===== config.mk =====
export PLATFORM = sky130hd
export DESIGN_NAME = joy_db9_arcade_map
export DESIGN_NICKNAME = d
export VERILOG_FILES = /design/src/rtl/joy_db9_arcade_map.sv
export SDC_FILE = /design/constraint.sdc
export NUM_CORES = 1
export LEC_CHECK = 0
export BUFFER_PORTS_ARGS = -buffer_cell sky130_fd_sc_hd__buf_2
export CORE_MARGIN = 4
export CORE_UTILIZATION = 30
export CTS_BUF_LIST = sky130_fd_sc_hd__clkbuf_2 sky130_fd_sc_hd__clkbuf_4 sky130_fd_sc_hd__clkbuf_8
export CTS_CLUSTER_SIZE = 8
export DETAILED_ROUTE_END_ITERATION = 6
export MAX_ROUTING_LAYER = met4
export SETUP_SLACK_MARGIN = 0.1
export SLEW_MARGIN = 10
export SYNTH_ARGS = -nofsm -noshare
export SYNTH_HDL_FRONTEND = slang
export SYNTH_SLANG_ARGS = --single-unit

===== constraint.sdc =====
create_clock -name clk -period 3 [get_ports clk]
set_input_delay 0.15 -clock clk [delete_from_list [all_inputs] [get_ports clk]]
set_output_delay 0.15 -clock clk [all_outputs]
set_load 0.005 [all_outputs]

===== src/rtl/joy_db9_arcade_map.sv =====
// DB9 joystick post-processing: per-bit debounce on a ms tick, held-combo coin/start pulses.
// Define JOY_AUTOFIRE_EN to add Fire2-driven autofire on the Fire1 output bit.

module joy_db9_player #(
  parameter int DEB_TICKS   = 4,
  parameter int HOLD_TICKS  = 1000,
  parameter int PULSE_TICKS = 100,
  parameter int AF_PERIOD   = 40
) (
  input  logic       clk,
  input  logic       rst_n,
  input  logic       tick,
  input  logic [5:0] raw,
  output logic [5:0] joy_out,
  output logic       coin,
  output logic       start
);

  localparam int DW = $clog2(DEB_TICKS + 1);
  localparam int HW = $clog2(HOLD_TICKS + 1);
  localparam int PW = $clog2(PULSE_TICKS + 1);

  if (DEB_TICKS < 1 || HOLD_TICKS < 1 || PULSE_TICKS < 1 || AF_PERIOD < 1) begin : g_bad_param
    $error("joy_db9_player: tick counts must be >= 1");
  end

  typedef enum logic [1:0] {S_IDLE, S_ARMED, S_FIRE, S_WAIT} state_t;

  logic [5:0]         deb, deb_nxt;
  logic [5:0][DW-1:0] dcnt, dcnt_nxt;
  state_t             state, state_nxt;
  logic               kind, kind_nxt;   // 0 = coin, 1 = start
  logic [HW-1:0]      hold, hold_nxt;
  logic [PW-1:0]      pulse, pulse_nxt;
  logic               f1, fire, mask;
  logic               coin_m, start_m;

  always_comb begin
    deb_nxt  = deb;
    dcnt_nxt = dcnt;
    if (tick) begin
      for (int i = 0; i < 6; i++) begin
        if (raw[i] != deb[i]) begin
          if (dcnt[i] == DW'(DEB_TICKS - 1)) begin
            deb_nxt[i]  = raw[i];
            dcnt_nxt[i] = '0;
          end else begin
            dcnt_nxt[i] = dcnt[i] + DW'(1);
          end
        end else begin
          dcnt_nxt[i] = '0;
        end
      end
    end
  end

  // Combos are judged on the debounced state as it stood before this tick.
  assign coin_m  = deb[4] & deb[5] & deb[3];
  assign start_m = deb[4] & deb[5] & deb[2] & ~deb[3];

  always_comb begin
    state_nxt = state;
    kind_nxt  = kind;
    hold_nxt  = hold;
    pulse_nxt = pulse;
    if (tick) begin
      case (state)
        S_IDLE: begin
          if (coin_m) begin
            state_nxt = S_ARMED;
            kind_nxt  = 1'b0;
            hold_nxt  = HW'(1);
          end else if (start_m) begin
            state_nxt = S_ARMED;
            kind_nxt  = 1'b1;
            hold_nxt  = HW'(1);
          end
        end
        S_ARMED: begin
          if (kind ? start_m : coin_m) begin
            hold_nxt = (hold < HW'(HOLD_TICKS)) ? hold + HW'(1) : hold;
            if (hold >= HW'(HOLD_TICKS - 1)) begin
              state_nxt = S_FIRE;
              pulse_nxt = '0;
            end
          end else begin
            state_nxt = S_IDLE;
          end
        end
        S_FIRE: begin
          pulse_nxt = (pulse < PW'(PULSE_TICKS)) ? pulse + PW'(1) : pulse;
          if (pulse >= PW'(PULSE_TICKS - 1)) state_nxt = S_WAIT;
        end
        default: begin
          if (!deb[4] && !deb[5]) state_nxt = S_IDLE;
        end
      endcase
    end
  end

  assign fire = (state_nxt == S_FIRE);
  assign mask = (state_nxt == S_FIRE) || (state_nxt == S_WAIT);

`ifdef JOY_AUTOFIRE_EN
  localparam int AW = $clog2(AF_PERIOD + 1);
  logic          af_on, af_on_nxt, af_ph, af_ph_nxt;
  logic [AW-1:0] af_cnt, af_cnt_nxt;

  always_comb begin
    af_on_nxt  = af_on;
    af_ph_nxt  = af_ph;
    af_cnt_nxt = af_cnt;
    if (tick) begin
      af_on_nxt = deb_nxt[5] && (state_nxt == S_IDLE);
      if (af_on_nxt) begin
        if (!af_on) begin
          af_ph_nxt  = 1'b1;
          af_cnt_nxt = AW'(1);
        end else if (af_cnt >= AW'(AF_PERIOD)) begin
          af_ph_nxt  = ~af_ph;
          af_cnt_nxt = AW'(1);
        end else begin
          af_cnt_nxt = af_cnt + AW'(1);
        end
      end
    end
  end

  always_ff @(posedge clk) begin
    if (!rst_n) begin
      af_on  <= 1'b0;
      af_ph  <= 1'b0;
      af_cnt <= '0;
    end else begin
      af_on  <= af_on_nxt;
      af_ph  <= af_ph_nxt;
      af_cnt <= af_cnt_nxt;
    end
  end

  assign f1 = deb_nxt[4] | (af_on_nxt & af_ph_nxt);
`else
  assign f1 = deb_nxt[4];
`endif

  // Outputs are registered from next-state so they land the cycle after the tick.
  always_ff @(posedge clk) begin
    if (!rst_n) begin
      deb     <= '0;
      dcnt    <= '0;
      state   <= S_IDLE;
      kind    <= 1'b0;
      hold    <= '0;
      pulse   <= '0;
      joy_out <= '0;
      coin    <= 1'b0;
      start   <= 1'b0;
    end else begin
      deb     <= deb_nxt;
      dcnt    <= dcnt_nxt;
      state   <= state_nxt;
      kind    <= kind_nxt;
      hold    <= hold_nxt;
      pulse   <= pulse_nxt;
      joy_out <= {mask ? 1'b0 : deb_nxt[5], mask ? 1'b0 : f1, deb_nxt[3:0]};
      coin    <= fire & ~kind_nxt;
      start   <= fire & kind_nxt;
    end
  end

endmodule

module joy_db9_arcade_map #(
  parameter int CLK_DIV     = 48000,
  parameter int DEB_TICKS   = 4,
  parameter int HOLD_TICKS  = 1000,
  parameter int PULSE_TICKS = 100,
  parameter int AF_PERIOD   = 40
) (
  input  logic        clk,
  input  logic        rst_n,
  input  logic [15:0] joystick1,
  input  logic [15:0] joystick2,
  output logic [5:0]  joy1_out,
  output logic [5:0]  joy2_out,
  output logic [1:0]  coin,
  output logic [1:0]  start,
  output logic        tick
);

  localparam int CW = (CLK_DIV > 1) ? $clog2(CLK_DIV) : 1;

  if (CLK_DIV < 2) begin : g_bad_div
    $error("joy_db9_arcade_map: CLK_DIV must be >= 2");
  end

  logic [CW-1:0]      div;
  logic [1:0][5:0]    raw;
  logic [1:0][5:0]    jo;
  logic               unused_hi;

  assign unused_hi = ^{joystick1[15:6], joystick2[15:6]};
  assign tick      = (div == CW'(CLK_DIV - 1));

  always_ff @(posedge clk) begin
    if (!rst_n) begin
      div <= '0;
      raw <= '0;
    end else begin
      div <= tick ? '0 : div + CW'(1);
      raw <= {joystick2[5:0], joystick1[5:0]};
    end
  end

  for (genvar p = 0; p < 2; p++) begin : g_pl
    joy_db9_player #(
      .DEB_TICKS  (DEB_TICKS),
      .HOLD_TICKS (HOLD_TICKS),
      .PULSE_TICKS(PULSE_TICKS),
      .AF_PERIOD  (AF_PERIOD)
    ) u_pl (
      .clk    (clk),
      .rst_n  (rst_n),
      .tick   (tick),
      .raw    (raw[p]),
      .joy_out(jo[p]),
      .coin   (coin[p]),
      .start  (start[p])
    );
  end

  assign joy1_out = jo[0];
  assign joy2_out = jo[1];

endmodule


==> results.json <==
{
  "outcome": "completed",
  "floorplan.rows": 50,
  "ctsLongestPathBuffers": 2,
  "ant_nets": 0,
  "worstSetupPathType": "flip-flop to flip-flop",
  "grt_pass1_vias": 4463,
  "critical_path.max_fanout": 11,
  "post_cts.repair.setup_buffers": 0,
  "tightestPinTransition_ns": 0.827,
  "seq_area_frac_synth": 0.435,
  "synth_top_area_cell": "dfxtp_1",
  "cts_tree": "yes",
  "syn_area_sq_um": 5710,
  "tritoncts.num_buffers": 17,
  "final_critical_path_required_period_ns": 2.61,
  "design.die.area_sq_um": 21300,
  "yosys_most_used_dff": "dfxtp_1",
  "port_buffers": 30,
  "ios": 51,
  "global_route.usage.total": 0.122,
  "synthesis.yosys.warnings": 0,
  "leakage_nw": 2.45,
  "clock_sink_count": 124,
  "clock_pin_slew_on_the_worst_setup_and_hold_paths_ns": 0.08,
  "final_common_cell": "dfxtp_1",
  "dr.pass1.iters": 5,
  "finalCritPeriodShare": 0.870,
  "critical_path.cell_chain": "or3b_1 > or4_1 > clkinv_2 > buf_4 > o2111ai_1 > or3_1 > a21oi_1",
  "pre_cts_slack_ns": 0.379,
  "crit_slowest_cell": "or4_1",
  "dr.first_iter.drc_count": 253,
  "place.gp.congestion": 0.797,
  "most-common-layout-cells": "124 x dfxtp_1, 69 x a21oi_1, 62 x nand2_1",
  "cp_data_required_time_ns": 3.38,
  "worst_hold_path_type": "input pin to flip-flop",
  "global_route_wire_length_before_repair_um": 21000,
  "ys_seq_elements": 124,
  "clock-root-buffer": "clkbuf_8",
  "max_cap_viol_count": 0,
  "setup_slack_ns": 0.389,
  "final_standard_cell_area_without_fillers_sq_um": 6660,
  "asyncSetResetFlopFracSynth": 0,
  "layout.nets": 761,
  "worst_path_largest_cell_delay_ns": 0.59,
  "synth.area.top_cells": "dfxtp_1 44%, a21oi_1 6.1%, nand2_1 4.1%, nor2_1 3.9%, ha_1 3.7%",
  "cts_resized": 0,
  "grt_max_degree": 52,
  "report.final.slew_viol_count": 0,
  "synth_top_area_frac": 0.435,
  "synth_enable_flop_cells": 0,
  "final.setup.tns_ns": 0,
  "drc": 0,
  "worstReg2RegStart": "div[10]$_SDFF_PP0_",
  "number_of_nets_in_the_synthesized_netlist": 727,
  "critPathLaunchType": "flip-flop",
  "insertion_delay_ns": 0.45,
  "antennaDiodeCount": 0,
  "antenna_found_initial": 0,
  "grt_setup_unrepaired": "false",
  "post_dp_cell_area_sq_um": 6070,
  "globalRouteOverflowTotal": 0,
  "cts.htree.levels": 4,
  "detailedPlacementHpwl_um": 7870,
  "fp.dieW_um": 146,
  "power.ir.vdd_worst_mv": 0.210,
  "avgSynthCellArea_sq_um": 8.44,
  "detail_route.vias_per_cell": 4.95,
  "initial_core_util": 0.305,
  "crit_start": "div[10]$_SDFF_PP0_",
  "crit_end_category": "flip-flop",
  "max_freq_ghz": 0.383,
  "clock_skew_ns": 0.00887,
  "core_region_area_sq_um": 18700,
  "vias": 4734,
  "hold_path.startpoint": "rst_n",
  "worst_slew_margin_rel": 0.446,
  "post_route_cells_drive_above_1_share": 0.116,
  "post_synth_num_cell_types": 56,
  "routed_wl_um": 12200,
  "floorplan.die.height_um": 146,
  "syn_inst": 676,
  "cell_pwr_density_nw_per_um2": 522,
  "final-setup-viol-count": 0,
  "hold_violations": 0,
  "crit_arrival_ns": 2.99,
  "routedWlPerCell_um": 12.7,
  "post_synthesis_to_final_layout_area_growth_pct": 16.7
}
[repair_timing]
item	CTS	global route
setup endpoints to repair	0	0
hold buffers	12	0
endpoints found under the hold margin	12	0
[final timing paths]
check,endpoint,slack [ns],cells past startpoint
setup / recovery,g_pl[0].u_pl.pulse[3]$_SDFFE_PN0P_,0.39,7
hold / removal,g_pl[0].u_pl.pulse[1]$_SDFFE_PN0P_,0.19,3
setup reg to reg,g_pl[0].u_pl.pulse[3]$_SDFFE_PN0P_,0.39,7
hold reg to reg,g_pl[0].u_pl.dcnt[11]$_SDFFE_PN0P_,0.43,2
[synth_stat cells (all sizes together), types with 3 or more instances]
library cell and count:
a211oi 3, a21oi 69, a31oi 7, and2 20, and3 11, and4 4, buf 19, clkbuf 21
dfxtp 124, ha 17, inv 10, mux2i 9, nand2 62, nand2b 28, nand3 25, nand4 23
nand4b 5, nor2 60, nor2b 4, nor3 22, nor4 4, o211ai 6, o21ai 32, o31ai 6
or3 20, or3b 3, or4 6, xnor2 4, xor2 22
[power breakdown]
part / internal (mW) / switching, mW / total, mW
combinational: 0.0352 / 0.0484 / 0.0836
clock: 1.04 / 0.690 / 1.73
sequential: 1.66 / 0.00874 / 1.67
total: 2.73 / 0.747 / 3.48
[routing by layer]
metal | GRT usage | vias up | part of all wire
li1 | - | 2480 | -
met1 | 0.153 | 2177 | 0.50
met2 | 0.179 | 63 | 0.43
met3 | 0.0430 | 14 | 0.049
met4 | 0.0508 | 0 | 0.017
met5 | - | - | 0
[cell families (layout without fill, tap and decap cells)]
logic type / count (synthesis) / after routing / synth area share
xor gates and xnor gates: 26 / 26 / 0.0399
buffers and inverters: 52 / 99 / 0.0432
and+or+nand+nor: 304 / 304 / 0.279
muxes: 9 / 9 / 0.0158
adders and majority gates: 17 / 17 / 0.0373
AOI/OAI and AO/OA: 144 / 144 / 0.150
DFF: 124 / 124 / 0.435
[critical path, delay by kind of cell, from the launching register on]
kind / cells / cell delay [ns]
buf+inv: 2 / 0.24
compound gates: 2 / 0.48
flops: 1 / 0.34
simple gates: 3 / 1.48
[metrics by stage]
step | total power, mW | std cells | hold WS (ns) | util
2_1_floorplan | 1.75 | 676 | 0.277 | -
5_1_grt | 3.61 | 957 | 0.180 | 0.356
6_report | 3.48 | 957 | 0.190 | 0.356
4_1_cts | 3.53 | 957 | 0.172 | 0.356
3_5_place_dp | 1.78 | 913 | 0.360 | 0.324
3_3_place_gp | 1.78 | 913 | 0.359 | 0.324
[area by class of cell]
cell class / count / area, sq um
inverters: 12 / 46.3
fillers: 1909 / 12000
clock inverters: 13 / 213
flip-flops and latches: 124 / 2480
repair buffers: 55 / 380
multi-input cells: 500 / 2980
well taps: 234 / 293
clock buffers: 19 / 262
[registers in the layout (all words and copies together), names as in the netlist]
signal,count
g_pl.u_pl.start,2
g_pl.u_pl.joy_out,4
g_pl.u_pl.deb,12
g_pl.u_pl.coin,2
g_pl.u_pl.hold,20
g_pl.u_pl.state,4
div,16
raw,12
g_pl.u_pl.pulse,14
g_pl.u_pl.dcnt,36
g_pl.u_pl.kind,2
Power figures use the tool's default switching activity.
